[src/rtl/pwm_pkg.sv]
// Shared types and helpers for the PWM compare block that follows the
// free-running binary counter.
package pwm_pkg;

  typedef enum logic [1:0] {
    IDLE  = 2'd0,
    SYNC  = 2'd1,
    RUN   = 2'd2,
    DRAIN = 2'd3
  } pwm_state_t;

  // Terminal count of an n-bit up-counter; the value that precedes a wrap.
  function automatic int cnt_max(input int n);
    return (1 << n) - 1;
  endfunction

endpackage

[src/rtl/pwm_compare_wrap_detect.sv]
// Detects the MAX->0 transition of the upstream counter; any other jump to 0
// (reload, reset of the counter) is deliberately not treated as a wrap.
module wrap_detect
  import pwm_pkg::*;
#(
  parameter int N = 4
) (
  input  logic         clk,
  input  logic         reset,
  input  logic [N-1:0] cnt,
  output logic         wrap
);

  localparam logic [N-1:0] CNT_MAX = N'(cnt_max(N));

  logic [N-1:0] prev_cnt_p1;

  always_ff @(posedge clk) begin
    if (reset) begin
      prev_cnt_p1 <= '0;
    end else begin
      prev_cnt_p1 <= cnt;
    end
  end

  assign wrap = (prev_cnt_p1 == CNT_MAX) && (cnt == '0);

endmodule

[src/rtl/pwm_compare.sv]
// Registered PWM generator driven by an external counter. Duty changes and
// start/stop are both aligned to counter wraps so no period is ever truncated.
module pwm_compare
  import pwm_pkg::*;
#(
  parameter int N = 4
) (
  input  logic       clk,
  input  logic       reset,
  input  logic [N-1:0] cnt,
  input  logic       en,
  input  logic       cfg_valid,
  input  logic [N:0] cfg_duty,
  output logic       cfg_ready,
  output logic       pwm,
  output logic       wrap_tick,
  output logic       busy
);

  localparam logic [N:0] DUTY_FULL = {1'b1, {N{1'b0}}};

  function automatic logic [N:0] clip_duty(input logic [N:0] d);
    return (d > DUTY_FULL) ? DUTY_FULL : d;
  endfunction

  pwm_state_t state;
  logic       wrap;
  logic [N:0] pend;
  logic       pend_valid;
  logic [N:0] duty_active;
  logic [N:0] duty_eff;
  logic       cfg_xfer;
  logic       cmp;
  logic       active;

  wrap_detect #(.N(N)) u_wrap_detect (
    .clk   (clk),
    .reset (reset),
    .cnt   (cnt),
    .wrap  (wrap)
  );

  assign cfg_ready = !pend_valid;
  assign cfg_xfer  = cfg_valid && cfg_ready;

  // A pending duty is used from the wrap sample itself, so the new period
  // starts with the new threshold.
  assign duty_eff = (wrap && pend_valid) ? pend : duty_active;
  assign cmp      = ({1'b0, cnt} < duty_eff);
  assign active   = (state == RUN) || (state == SYNC && wrap) ||
                    (state == DRAIN && !wrap);

  // Pending slot payload; only meaningful while pend_valid is set.
  always_ff @(posedge clk) begin
    if (cfg_xfer) begin
      pend <= clip_duty(cfg_duty);
    end
  end

  // Stage p1: slot control, duty apply and output registers.
  always_ff @(posedge clk) begin
    if (reset) begin
      pend_valid  <= 1'b0;
      duty_active <= '0;
      pwm         <= 1'b0;
      wrap_tick   <= 1'b0;
    end else begin
      if (wrap && pend_valid) begin
        duty_active <= pend;
        pend_valid  <= 1'b0;
      end
      if (cfg_xfer) begin
        pend_valid <= 1'b1;
      end
      pwm       <= active && cmp;
      wrap_tick <= wrap;
    end
  end

  always_ff @(posedge clk) begin
    if (reset) begin
      state <= IDLE;
      busy  <= 1'b0;
    end else begin
      unique case (state)
        IDLE: begin
          if (en) begin
            state <= SYNC;
            busy  <= 1'b1;
          end
        end
        SYNC: begin
          if (!en) begin
            state <= IDLE;
            busy  <= 1'b0;
          end else if (wrap) begin
            state <= RUN;
          end
        end
        RUN: begin
          if (!en) begin
            state <= DRAIN;
          end
        end
        DRAIN: begin
          if (en) begin
            state <= RUN;
          end else if (wrap) begin
            state <= IDLE;
            busy  <= 1'b0;
          end
        end
        default: begin
          state <= IDLE;
          busy  <= 1'b0;
        end
      endcase
    end
  end

endmodule

[config.mk]
export PLATFORM = sky130hd
export DESIGN_NAME = pwm_compare
export DESIGN_NICKNAME = d
export VERILOG_FILES = /design/src/rtl/pwm_pkg.sv /design/src/rtl/pwm_compare_wrap_detect.sv /design/src/rtl/pwm_compare.sv
export SDC_FILE = /design/constraint.sdc
export NUM_CORES = 1
export LEC_CHECK = 0
export ABC_AREA = 1
export ABC_CLOCK_PERIOD_IN_PS = 1400
export BUFFER_PORTS_ARGS = -buffer_cell sky130_fd_sc_hd__buf_2
export CAP_MARGIN = 20
export CORE_MARGIN = 1.5
export CORE_UTILIZATION = 47
export CTS_CLUSTER_SIZE = 8
export DETAILED_ROUTE_END_ITERATION = 7
export GPL_TIMING_DRIVEN = 1
export PLACE_DENSITY = 0.72
export SETUP_SLACK_MARGIN = 0.05
export SLEW_MARGIN = 20
export SYNTH_ARGS = -nofsm -noshare
export SYNTH_HDL_FRONTEND = slang
export SYNTH_SLANG_ARGS = --single-unit
[constraint.sdc]
create_clock -name clk -period 1.4 [get_ports clk]
set_input_delay 0.28 -clock clk [delete_from_list [all_inputs] [get_ports clk]]
set_output_delay 0.28 -clock clk [all_outputs]
set_load 0.1 [all_outputs]
==> flow_summary.ini, run 1 <==
[die]
core.rowCount = 15
start_util_pct = 50.6
core_area_sq_um = 1750
dieWidth_microns = 46.4
io_pins = 17
die_area_sq_um = 2150
die_y_microns = 46.4

[logic_synthesis]
synth_top_area_cell = dfxtp_1
synth_top_area_share_pct = 34.0
synth.area.top_cells = dfxtp_1 (34%), edfxtp_1 (17%), inv_1 (8.1%), nor2_1 (8.1%), nand2_1 (4.7%)
syn_area_per_cell_sq_um = 8.58
syn_area_sq_um = 883
synthesis.nets = 119
ys_seq_area_share_pct = 51.0
ys_seq_elements = 20
ys_types = 20
synthCells = 103
yosysWarningCount = 0

[outcome]
status = finished, violations left
violations = negative setup slack

[final_layout]
fin_area_sq_um = 1220
diodes = 0
fin_nets = 155
stdcell_count = 163
register_area_sq_um = 457
multi_input_area_sq_um = 397
final_util_pct = 69.7
syn_to_final_growth_pct = 37.7
nFillCells = 141
drive_gt1_share_pct = 43.5

[clock_network]
numCtsBuffers = 3
htree_levels = 1
root_buffer = clkbuf_4
clk_pin_slew_ns = 0.11
clk_latency_ns = 0.29
cts_tree = done
clock_sinks = 20
clk_path_buf_depth = 2

[route]
drtIter0Drc = 12
vias = 764
post_drt_wl_per_cell_microns = 11.3
viasPerCell = 4.69
drtPass1Iterations = 5
wirelength_mm = 1.83
ant_nets = 0
drc = 0

[pwr]
p_per_area_nw_per_um2 = 908
p_leak_nw = 0.585
ir_drop_mv = 0.603

[sta]
tightest_slew_ns = 0.484
fmax_mhz = 631
hold_ws_ns = 0.174
fin_worst_skew_ns = 0.00520
fin_ws_ns = -0.186
fin_crit_sh_pct = 113
finalCriticalPeriod_ns = 1.59
rsz0062_at_grt = true
slew_headroom_pct = 67.9
finalHoldViolCount = 0
finalMaxSlewViolations = 0
setup_violations = 1

[grt]
gr-total-overflow = 0
global_route.usage.met1_pct = 20.3
track_usage_pct = 18.8
met2_usage_pct = 33.1
busiest_layer = met2
met3_usage_pct = 4.31
grt_max_degree = 14
grt_first_pass_wirelength_mm = 2.75
grt_pass1_vias = 706
antenna_found_initial = 0

[worst_hold_path]
min_path_type = primary input to register

[place]
place_congestion = 0.724
placed_area_sq_um = 1120
hpwl_mm = 1.38
place.port_buffers = 16
placedCellCount = 157

[worst_setup_path]
path_class = register to register
endpoint_kind = register
worstPathRequired_ns = 1.60
crit_fanout = 3
start_kind = register
cp_data_arrival_time_ns = 1.79

[flow_run]
drv_cap = 0
[path summary, 6_finish.rpt]
| path | start | end | slack [ns] | depth (start not counted) |
|---|---|---|---|---|
| worst max-delay path | u_wrap_detect.prev_cnt_p1[1] | pwm | -0.19 | 9 |
| worst min-delay path | cfg_duty[4] | pend[4] | 0.17 | 1 |
| worst max register to register | u_wrap_detect.prev_cnt_p1[1] | pwm | -0.19 | 9 |
| worst min register to register | busy | busy | 0.49 | 2 |
[per-layer routing]
metal / share of wire [%] / vias up
li1: - / 395
met4: 2.5 / 0
met1: 38 / 336
met5: 0 / -
met3: 4.9 / 8
met2: 55 / 25
[power breakdown]
group	leakage (nW)	internal [mW]	switching (mW)	total, mW
registers	0.173	0.621	0.0165	0.638
clock network	0.0150	0.111	0.168	0.279
logic	0.397	0.0727	0.115	0.188
[cells in the mapped netlist]
| cell type | instances |
|---|---|
| nand4_1 | 2 |
| inv_1 | 19 |
| nand3_4 | 1 |
| o21a_1 | 1 |
| inv_2 | 1 |
| o21ai_0 | 1 |
| nand2_1 | 11 |
| a21oi_1 | 4 |
| nand3_1 | 7 |
| xor2_1 | 1 |
| edfxtp_1 | 5 |
| nor2_1 | 19 |
| a21o_1 | 1 |
| dfxtp_1 | 15 |
| clkbuf_1 | 2 |
| nand2_2 | 3 |
| o211ai_1 | 2 |
| mux2i_1 | 3 |
| ha_1 | 3 |
| nor2_4 | 2 |
[per-stage QoR]
stage               power (mW)  setup TNS (ns)  worst slack, ns
finish                    1.10          -0.186           -0.186
global route              1.16          -0.293           -0.271
CTS                       1.11          -0.179           -0.179
detailed placement       0.824          -0.337           -0.337
global placement         0.815          -0.216           -0.216
floorplan                0.754          -0.134           -0.134
[sequential cells by signal, indices dropped and copies added (netlist names), named ones only]
name / cells
u_wrap_detect.prev_cnt_p1: 4
pwm: 1
wrap_tick: 1
pend: 5
pend_valid: 1
state: 1
busy: 1
duty_active: 5
[cell families after synthesis]
kind of cell	share of synthesized area (%)
AND/OR/NAND/NOR	24.8
buffers and inverters	9.35
flip-flops	51.0
AO/OA/AOI/OAI	6.23
multiplexers	3.40
adder cells (fa/ha/maj)	4.25
XOR/XNOR	0.992
[cell usage in the layout, fill, tap and decap left out]
cell,n
inv_1,16
buf_12,1
buf_4,18
mux2i_2,1
nand3_1,6
nand2_1,6
xor2_1,1
a21oi_1,4
nor2_1,19
o21a_1,1
inv_4,1
inv_2,3
nor2_4,2
clkbuf_4,4
nand3_4,1
mux2i_1,1
dfxtp_1,10
mux2i_4,1
nand3_2,1
nand2_2,8
dfxtp_2,5
clkbuf_1,1
nand4_1,2
ha_4,1
o211ai_1,2
a21o_1,1
o21ai_0,1
edfxtp_1,5
buf_2,13
ha_1,2
[timing repair]
action / in CTS / in global routing
pin swaps: 3 / 9
gates resized for setup: 7 / 11
hold buffers: 0 / 0
gates cloned: 0 / 0
buffers inserted: 2 / 1
setup endpoints to repair: 3 / 5
[worst max-delay path, cell delays in order, from the launching register on]
cell and delay (ns):
dfxtp_2 0.34, nand2_2 0.06, nor2_4 0.14, nand3_4 0.12, buf_4 0.16, mux2i_2 0.15, ha_1 0.30, nand3_1 0.09
nor2_1 0.11, nor2_1 0.05
[area by class of cell]
cell class	count	area share, %
sequential	20	37.6
inverter	20	6.38
clock buffer	4	2.16
tap	25	2.57
timing repair buffer	33	18.7
multi-input combinational	61	32.6
Note: power is estimated with default switching activity, not from simulation.
==> inputs of run 2 (changes only) <==
--- a/config.mk
+++ b/config.mk
@@ -9,12 +9,14 @@
 export ABC_CLOCK_PERIOD_IN_PS = 1400
 export BUFFER_PORTS_ARGS = -buffer_cell sky130_fd_sc_hd__buf_2
 export CAP_MARGIN = 20
+export CELL_PAD_IN_SITES_DETAIL_PLACEMENT = 1
+export CELL_PAD_IN_SITES_GLOBAL_PLACEMENT = 2
 export CORE_MARGIN = 1.5
-export CORE_UTILIZATION = 47
+export CORE_UTILIZATION = 28
 export CTS_CLUSTER_SIZE = 8
 export DETAILED_ROUTE_END_ITERATION = 7
 export GPL_TIMING_DRIVEN = 1
-export PLACE_DENSITY = 0.72
+export PLACE_DENSITY_LB_ADDON = 0.1
 export SETUP_SLACK_MARGIN = 0.05
 export SLEW_MARGIN = 20
 export SYNTH_ARGS = -nofsm -noshare
==> flow_summary.ini, run 2 (synthesized netlist as in run 1, its figures left out) <==
[grt]
grt_pass1_vias = 788
track_usage_pct = 12.9
grt_max_degree = 14
grt_first_pass_wirelength_mm = 3.37
gr-total-overflow = 0
antenna_found_initial = 0

[clock_network]
htree_levels = 1
numCtsBuffers = 3
clk_path_buf_depth = 2
clk_latency_ns = 0.30
cts_tree = done
clock_sinks = 20
root_buffer = clkbuf_4
clk_pin_slew_ns = 0.12

[sta]
fin_worst_skew_ns = 0.00903
finalHoldViolCount = 0
hold_ws_ns = 0.160
setup_violations = 1
finalMaxSlewViolations = 0
fin_ws_ns = -0.168
tightest_slew_ns = 0.398
finalCriticalPeriod_ns = 1.57
rsz0062_at_grt = true
fmax_mhz = 638
fin_crit_sh_pct = 112
finalSetupTns_ns = -0.168
slew_headroom_pct = 73.4

[worst_setup_path]
crit_fanout = 4
endpoint_kind = register
cpPeakStageDelay_ns = 0.35
worstPathRequired_ns = 1.65
rr_startpoint = u_wrap_detect.prev_cnt_p1[3]
reg2reg_slack_ns = -0.17
path_class = register to register
reg2regPathDepth = 9
path_buf_inv = 0
cp_data_arrival_time_ns = 1.82
crit_family = simple AND/OR/NAND/NOR gates
crit_top_cell = nand3_1
worstReg2RegEnd = pwm
start_kind = register
critPathSlowestCell = dfxtp_2
worstPathCellList = nand2_2, nor2_4, nand3_4, mux2i_4, ha_4, a21o_1, nand3_1, nand3_1, nor2_1

[outcome]
status = finished, violations left
violations = negative setup slack

[place]
placedCellCount = 176
hpwl_mm = 1.43
place_congestion = 0.702
pre_cts_slack_ns = -0.331
place.port_buffers = 16
placed_area_sq_um = 1140

[worst_hold_path]
hold_end = pend[4]
holdPathStages = 1
hold_start = cfg_duty[4]
min_path_type = primary input to register

[final_layout]
final_util_pct = 41.7
final_cell_mix = nor2_1 (19), buf_4 (18), inv_1 (16)
layout_commonest_cell = nor2_1
multi_input_area_sq_um = 389
diodes = 0
fin_area_sq_um = 1260
fin_nets = 155
register_area_sq_um = 457
nFillCells = 369
syn_to_final_growth_pct = 42.9
stdcell_count = 182
drive_gt1_share_pct = 42.8
reg_top3 = duty_active x5, pend x5, u_wrap_detect.prev_cnt_p1 x4

[route]
drtPass1Iterations = 4
drtIter0Drc = 14
viasPerCell = 4.13
vias = 752
ant_nets = 0
wirelength_mm = 1.88
drc = 0
post_drt_wl_per_cell_microns = 10.3

[pwr]
p_clk_share_pct = 36.5
power_switching_uw = 314
p_per_area_nw_per_um2 = 1030
power.total_mw = 1.30
p_leak_nw = 0.605
switching_share_pct = 24.2
intPower_uw = 984
p_seq_share_pct = 49.0
p_comb_share_pct = 14.4
ir_drop_mv = 0.367

[die]
core_area_sq_um = 3030
die_y_microns = 59.2
start_util_pct = 29.2
die_area_sq_um = 3500
core.rowCount = 20
dieWidth_microns = 59.2
io_pins = 17

[flow_run]
drv_cap = 0
## run 2: cell count changes in the layout (fill, tap and decap cells not counted), sizes merged
cell    previous run  this run
clkbuf             5         4
bufinv             0         1
## run 2: power by group through the flow
stage               Sequential [mW]  Clock [mW]  Combinational, mW
floorplan                     0.673           0             0.0808
global placement              0.645           0              0.178
detailed placement            0.645           0              0.181
CTS                           0.634       0.490              0.184
global route                  0.640       0.507              0.208
finish                        0.637       0.474              0.188
## run 2: how the worst max path moves through the flow
stage | from | to | slack, ns | cells past startpoint
after global routing | u_wrap_detect.prev_cnt_p1[3] | pwm | -0.29 | 10
after floorplan | cnt[2] | pwm | -0.13 | 10
after CTS | u_wrap_detect.prev_cnt_p1[3] | pwm | -0.20 | 9
final | u_wrap_detect.prev_cnt_p1[3] | pwm | -0.17 | 9
after detailed placement | cnt[2] | pwm | -0.33 | 11
after global placement | cnt[2] | pwm | -0.28 | 11
## run 2: per-layer routing
metal / part of all wire, % / global-route usage [%] / vias up
met5: 0 / 0 / -
met2: 48 / 21.0 / 14
met4: 1.2 / 5.84 / 0
li1: - / - / 396
met1: 47 / 16.4 / 338
met3: 3.5 / 2.62 / 4
## run 2: final cells by class
type / instances / share of cell area, %
Sequential cell: 20 / 36.2
Tap cell: 44 / 4.36
Clock inverter: 1 / 2.38
Timing Repair Buffer: 33 / 18.5
Clock buffer: 3 / 1.78
Inverter: 20 / 5.95
Multi-Input combinational cell: 61 / 30.8
## run 2: repair_timing
item,CTS,global route
pin swaps,3,8
resized for setup,7,11
hold buffers,0,0
endpoints found under the setup margin,4,5
setup buffers,3,0
